[src/rtl/heart_hud.sv]
// heart_hud: lives tracker and HUD heart-row decoder driving a 15x15 heart sprite ROM.
// Maps raster position to ROM coordinates per heart slot and registers the ROM bit.
// The most recently lost heart blinks during the post-hit window.
// Optional macro HEART_HUD_INVULN_EN: hits are ignored while blinking and invuln is live.
module heart_hud #(
   parameter int MAX_LIVES    = 3,
   parameter int START_LIVES  = 3,
   parameter int X0           = 8,
   parameter int Y0           = 8,
   parameter int PITCH        = 18,
   parameter int BLINK_FRAMES = 60,
   parameter int BLINK_HALF   = 8
) (
   input  logic       clk,
   input  logic       rst,
   input  logic [9:0] pix_x,
   input  logic [9:0] pix_y,
   input  logic       video_on,
   input  logic       frame_tick,
   input  logic       life_lost,
   input  logic       life_gain,
   input  logic       game_reset,
   output logic [3:0] heart_x,
   output logic [3:0] heart_y,
   output logic       heart_en,
   input  logic       heart_data,
   output logic       pixel_on,
   output logic [2:0] lives,
   output logic       game_over,
   output logic       invuln
);

   localparam int CW = (BLINK_FRAMES > 1) ? $clog2(BLINK_FRAMES) : 1;

   typedef enum logic [1:0] {NORMAL, BLINK, OVER} state_t;

   state_t        state, state_nxt;
   logic [2:0]    lives_q, lives_nxt;
   logic [CW-1:0] cnt, cnt_nxt;
   logic          blink_phase;
   logic          lost_ok;
   logic          row_hit;

   logic [MAX_LIVES-1:0]      hit;
   logic [MAX_LIVES-1:0]      vis;
   logic [MAX_LIVES-1:0][3:0] hx;

   // lost heart is dark during even BLINK_HALF periods, lit during odd ones
   assign blink_phase = ((int'(cnt) / BLINK_HALF) % 2) == 1;

`ifdef HEART_HUD_INVULN_EN
   assign lost_ok = life_lost & (state != BLINK);
   assign invuln  = (state == BLINK);
`else
   assign lost_ok = life_lost;
   assign invuln  = 1'b0;
`endif

   assign lives     = lives_q;
   assign game_over = (state == OVER);

   // per-slot window comparators; slots never overlap since PITCH >= 15
   assign row_hit = (pix_y >= 10'(Y0)) && (pix_y <= 10'(Y0 + 14));

   for (genvar g = 0; g < MAX_LIVES; g++) begin : g_slot
      localparam int XS = X0 + g * PITCH;
      assign hit[g] = (pix_x >= 10'(XS)) && (pix_x <= 10'(XS + 14)) && row_hit;
      assign hx[g]  = 4'(pix_x - 10'(XS));
      assign vis[g] = (3'(g) < lives_q) ||
                      ((state == BLINK) && (3'(g) == lives_q) && blink_phase);
   end

   // select the matching slot's local coordinates and enable
   always_comb begin
      heart_x  = 4'd0;
      heart_y  = 4'd0;
      heart_en = 1'b0;
      for (int i = 0; i < MAX_LIVES; i++) begin
         if (hit[i]) begin
            heart_x  = hx[i];
            heart_y  = 4'(pix_y - 10'(Y0));
            heart_en = video_on & vis[i];
         end
      end
   end

   // next state: game_reset, then hit/extra-life events, then frame ticks
   always_comb begin
      state_nxt = state;
      lives_nxt = lives_q;
      cnt_nxt   = cnt;
      if (game_reset) begin
         state_nxt = NORMAL;
         lives_nxt = 3'(START_LIVES);
         cnt_nxt   = '0;
      end else if (state == OVER) begin
         // only a game reset leaves OVER
      end else if (lost_ok && life_gain) begin
         // hit and pickup cancel out
      end else if (lost_ok) begin
         cnt_nxt = '0;
         if (lives_q <= 3'd1) begin
            lives_nxt = 3'd0;
            state_nxt = OVER;
         end else begin
            lives_nxt = lives_q - 3'd1;
            state_nxt = BLINK;
         end
      end else if (life_gain) begin
         if (lives_q < 3'(MAX_LIVES))
            lives_nxt = lives_q + 3'd1;
      end else if (frame_tick && (state == BLINK)) begin
         if (cnt == CW'(BLINK_FRAMES - 1)) begin
            state_nxt = NORMAL;
            cnt_nxt   = '0;
         end else begin
            cnt_nxt = cnt + 1'b1;
         end
      end
   end

   // state, lives and blink counter registers
   always_ff @(posedge clk or posedge rst) begin
      if (rst) begin
         state   <= NORMAL;
         lives_q <= 3'(START_LIVES);
         cnt     <= '0;
      end else begin
         state   <= state_nxt;
         lives_q <= lives_nxt;
         cnt     <= cnt_nxt;
      end
   end

   // one-cycle registered heart pixel for the colour mux
   always_ff @(posedge clk or posedge rst) begin
      if (rst) pixel_on <= 1'b0;
      else     pixel_on <= heart_en & heart_data;
   end

endmodule

[config.mk]
export PLATFORM = sky130hd
export DESIGN_NAME = heart_hud
export DESIGN_NICKNAME = d
export VERILOG_FILES = /design/src/rtl/heart_hud.sv
export SDC_FILE = /design/constraint.sdc
export NUM_CORES = 1
export LEC_CHECK = 0
export CAP_MARGIN = 20
export CELL_PAD_IN_SITES_DETAIL_PLACEMENT = 1
export CELL_PAD_IN_SITES_GLOBAL_PLACEMENT = 1
export CORE_MARGIN = 1.5
export CORE_UTILIZATION = 32
export DETAILED_ROUTE_END_ITERATION = 12
export PLACE_DENSITY = 0.91
export SYNTH_ARGS = -nofsm -noshare
export SYNTH_HDL_FRONTEND = slang
export SYNTH_SLANG_ARGS = --single-unit
[constraint.sdc]
create_clock -name clk -period 3.05 [get_ports clk]
set_input_delay 0.61 -clock clk [delete_from_list [all_inputs] [get_ports clk]]
set_output_delay 0.61 -clock clk [all_outputs]
set_load 0.03 [all_outputs]
# [Yosys cells after proc, flatten, opt, wreduce, memory -nomap -nowiden]
# Index checks and enable logic that the tools add are counted.
# W data, S select, Z words.
[totals] ff_bits=12 input_bits=28 out_inout_bits=15 elab_cells=93
[classes] addsub=7 order_cmp=13 eq_ne=8 mux=31 bitwise=4 reduce_logical=26
[op_table] operator="$mux W6" n=7
[op_table] operator="$mux W4" n=6
[op_table] operator="$mux W3" n=7
[op_table] operator="$ge A10 B4 Y1 const B" n=2
[op_table] operator="$le A10 B5 Y1 const B" n=2
[op_table] operator="$le A10 B6 Y1 const B" n=2
[op_table] operator="$mux W2" n=8
[op_table] operator="$sub A4 B4 Y4 const B" n=4
[op_table] operator="$logic_and A1 B1 Y1" n=15
[op_table] operator="$reduce_bool A3 Y1" n=4
[op_table] operator="$ge A10 B5 Y1 const B" n=1
[op_table] operator="$ge A10 B6 Y1 const B" n=1
[op_table] operator="$reduce_and A4 Y1" n=2
[op_table] operator="$add A6 B1 Y6 const B" n=1
[op_table] operator="$eq A6 B6 Y1 const B" n=1
[op_table] operator="$lt A1 B3 Y1 const A" n=2
[op_table] operator="$reduce_and A5 Y1" n=1
[op_table] operator="$and A1 B1 Y1" n=4
[op_table] operator="$ne A2 B2 Y1 const B" n=2
[op_table] operator="$add A3 B1 Y3 const B" n=1
[op_table] operator="$eq A1 B3 Y1 const A" n=1
[op_table] operator="$eq A2 B3 Y1 const A" n=1
[op_table] operator="$le A3 B1 Y1 const B" n=1
[op_table] operator="$logic_not A3 Y1" n=1
[op_table] operator="other kinds (8)" n=12

# [Depth between registers and ports, before layout]
[depth] depth_word=9 ltp_mapped=9 mapped_depth_nobuf=8

# [Least setup slack after synthesis]
# Ideal clock, no wire load.
[synth_path] path_type="input port to output port" startpoint="in pix_x[2]" endpoint="out heart_x[3]" t_arrival_ns=2.604 required_time_ns=2.440 slack_ns=-0.164 path_stages=8 n_path_buf=0 path_cell_list="inv_1 > ha_1 > a21oi_1 > o2bb2ai_1 > or2_2 > nor3_1 > o21ai_0 > a221oi_1"
[synth_between] elab_chain_len=6 elab_cells_between_ends=18 classes_between="3 x add/sub; 6 x order compare; 3 x mux; 6 x reduce/logical"
[synth_rtl] item="start: declaration" line_no="16" rtl="input logic [9:0] pix_x,"
[synth_rtl] item="$ge A10 B4 Y1 or $le A10 B5 Y1 (tied branches)" line_no="67" rtl="assign hit[g] = (pix_x >= 10'(XS)) && (pix_x <= 10'(XS + 14)) && row_hit;"
[synth_rtl] item="$logic_and A1 B1 Y1 (2 in series)" line_no="67"
[synth_rtl] item="$mux W4 (2 in series)" line_no="79" rtl="if (hit[i]) begin"
[synth_rtl] item="$mux W4 (*)" line_no="79"
[synth_rtl] item="end: declaration" line_no="23" rtl="output logic [3:0] heart_x,"
# Every way passes the cells marked *; elsewhere a longest branch is shown, timed or not.

# [Final worst setup path]
[layout_path] startpoint="in pix_y[4]" endpoint="out heart_x[0]"
[layout_between] elab_chain_len=6 elab_cells_between_ends=9 classes_between="2 x order compare; 3 x mux; 4 x reduce/logical"
[layout_rtl] item="start: declaration" line_no="17" rtl="input logic [9:0] pix_y,"
[layout_rtl] item="$ge A10 B4 Y1 or $le A10 B5 Y1 (tied branches)" line_no="63" rtl="assign row_hit = (pix_y >= 10'(Y0)) && (pix_y <= 10'(Y0 + 14));"
[layout_rtl] item="$logic_and A1 B1 Y1 (*)" line_no="63"
[layout_rtl] item="$logic_and A1 B1 Y1" line_no="67"
[layout_rtl] item="$mux W4 (2 in series)" line_no="79"
[layout_rtl] item="$mux W4 (*)" line_no="79"
# Marks and branches as above.

==> out/results.tsv <==
metric	value	unit
status	finished, final reports clean	
grt_pass1_vias	1492	
cellPowerDensity	282	nW/um^2
drtIter0Drc	42	
crit_start	pix_y[4]	
clkLatencyLatePin	250	ps
area_delta_synth_final	67.1	%
worst_setup_hold_path_clk_slew	50	ps
placement.io_buffers	41	
synth_enable_flop_cells	0	
drv_slew	0	
main_combinational_cell_family_by_area_after_synthesis	simple AND/OR/NAND/NOR gates	
nets	258	
final.min_clock_period	3020	ps
floorplan.die.width	64.7	um
die_area	4180	um^2
clock_tree.root_cell	sky130_fd_sc_hd__clkbuf_8	
startpoint_type	primary input	
post_drt_via_cell_ratio	5.36	
power_leakage	0.906	nW
setup_total_negative_slack	0	ps
setup_violations	0	
synth.lib_cells_used.distinct	47	
drc_errors	0	
hold_path_startpoint	cnt[1]	
worst_hold_path.endpoint	cnt[1]	
timing_worst_setup_path_type	primary input to output pin	
groute.usage.overall	0.225	
post_synth_instance_area	1220	um^2
gp_congestion	0.779	
grt_start_max_net_pins	13	
mostFrequentLayoutCells	sky130_fd_sc_hd__buf_4 (27), sky130_fd_sc_hd__clkdlybuf4s50_1 (19), sky130_fd_sc_hd__nor2_1 (18)	
setup.reg_to_reg.worst_slack	830	ps
commonest_non_fill_non_tap_cell_in_the_layout	sky130_fd_sc_hd__buf_4	
crit-reg2reg-capture	pixel_on	
drive_gt1_frac	0.366	
skew	2.49	ps
clock_tree.htree_level_count	1	
met2_usage	0.423	
maxClockFrequency	331	MHz
num_vias	1416	
max-slew-margin-rel	0.641	
finalWirelength	4640	um
timing.final.crit_share	0.990	
post_synth_fa_ha_maj_area_fraction	0.134	
crit_arrival	2410	ps
floorplan.io_pins	43	
synth-async-reset-ratio	1.00	
hold_violations	0	
post_synth_inst_count	151	
clock_sinks	12	
synth.ff_latch_count	12	
place.detailed.hpwl	3090	um
clock_buffer_count_from_cts	3	
critical_path.reg2reg.startpoint	lives[0]	
timing.critical_path.to_type	output pin	
count_of_standard_cell_rows	22	
drtAntennaViolNets	0	
clockBufferDepth	2	
synthXorXnorAreaFrac	0.0216	
globalRouteMet3Util	0.0382	
gr-total-overflow	0	
avgSynthCellArea	8.05	um^2
dr.pass1.iters	4	
synth-seq-area-share	0.249	
fp.dieH	64.7	um
yosys_warnings	0	
initial_antenna_violation_count	0	
floorplan.core_area	3660	um^2
syn_nets	192	
max_cap_viol_count	0	
grt_pass1_wl	7270	um
worst_hold_slack	584	ps
worst_vdd_drop	0.000322	V
diodes	0	
effective_utilization_at_floorplan	0.332	
synth_compound_gate_area_share	0.254	
timing_worst_slew_pin_value	533	ps
cts_tree	yes	
synth.mux.area_fraction	0.0185	
hold_path_cell_cnt	2	
synth_flop_cell	sky130_fd_sc_hd__dfrtp_1	
grt-busiest-layer	met2	
avgRoutedWirePerCell	17.6	um
crit_path_max_fanout	5	
worst-endpoint-required	2440	ps
yosys.area_share.simple	0.275	
grt_met1_usage	0.259	
timing.hold.worst.class	register to register	
ff2ff_path_depth	8	
[metrics by stage]
step	utilization	std cells	cell area (um^2)	power, mW	setup slack, ps
finish	0.555	264	2030	0.574	31.0
global placement	0.496	257	1820	0.369	-454
global route	0.555	264	2030	0.610	-22.2
floorplan	-	151	1230	0.279	-5.34
CTS	0.530	261	1940	0.564	4.62
detailed placement	0.496	257	1820	0.377	-546
[final cells by class]
| class | instances | area, um^2 |
|---|---|---|
| Multi-Input combinational cell | 126 | 1000 |
| Inverter | 9 | 33.8 |
| Tap cell | 48 | 60.1 |
| Sequential cell | 12 | 303 |
| Clock buffer | 4 | 55.1 |
| Fill cell | 448 | 1630 |
| Timing Repair Buffer | 65 | 578 |
[logic make-up after synthesis]
kind of cell / after synthesis
adders and majority gates: 13
AOI/OAI and AO/OA: 44
muxes: 2
DFF: 12
xor gates and xnor gates: 3
other: 1
and+or+nand+nor: 63
buffers and inverters: 13
[worst max path at each step]
stage | depth (start not counted) | to | slack [ps]
floorplan | 8 | heart_x[1] | -5
global placement | 11 | heart_x[2] | -450
detailed placement | 11 | heart_x[2] | -550
CTS | 7 | heart_x[0] | 5
global route | 9 | heart_en | -20
finish | 9 | heart_x[0] | 30
[power by group]
part | leakage, nW | switching, mW | internal [mW]
combinational | 0.718 | 0.111 | 0.0973
clock | 0.0288 | 0.0636 | 0.114
sequential | 0.159 | 0.0170 | 0.171
total | 0.906 | 0.191 | 0.382
[metal layers]
| metal | part of all wire | wire length (um) | vias up |
|---|---|---|---|
| met4 | 0.021 | 99 | 0 |
| met1 | 0.41 | 1890 | 705 |
| li1 | - | - | 674 |
| met2 | 0.54 | 2510 | 29 |
| met5 | 0 | 0 | - |
| met3 | 0.030 | 140 | 8 |
[critical path, stage by stage]
cell,delay [ps]
sky130_fd_sc_hd__clkdlybuf4s50_1,460
sky130_fd_sc_hd__inv_1,60
sky130_fd_sc_hd__a311oi_1,200
sky130_fd_sc_hd__a21oi_1,70
sky130_fd_sc_hd__or3_4,360
sky130_fd_sc_hd__a311oi_2,190
sky130_fd_sc_hd__buf_4,170
sky130_fd_sc_hd__and2_2,150
sky130_fd_sc_hd__buf_6,130
[repair_timing]
item	in CTS	in global routing
endpoints found under the setup margin	9	9
resized for setup	42	25
setup buffers	0	3
pin swaps	7	13
hold buffers	0	0
[synthesized netlist by cell type (3+ instances only)]
master	number	area, um^2
sky130_fd_sc_hd__nor3_1	5	25.0
sky130_fd_sc_hd__ha_1	13	163
sky130_fd_sc_hd__a21oi_1	15	75.1
sky130_fd_sc_hd__nor2_1	18	67.6
sky130_fd_sc_hd__xor2_1	3	26.3
sky130_fd_sc_hd__nand2b_1	4	25.0
sky130_fd_sc_hd__nor2b_1	5	31.3
sky130_fd_sc_hd__inv_1	9	33.8
sky130_fd_sc_hd__and2_2	4	30.0
sky130_fd_sc_hd__o21ai_0	7	35.0
sky130_fd_sc_hd__nand3b_1	3	22.5
sky130_fd_sc_hd__dfrtp_1	10	250
sky130_fd_sc_hd__nand2_1	10	37.5
[flip-flops by register name, indices dropped and copies added, names as in the netlist]
| register | count |
|---|---|
| cnt | 6 |
| lives | 3 |
| pixel_on | 1 |
| state | 2 |
Note: power is estimated with default switching activity, not from simulation.
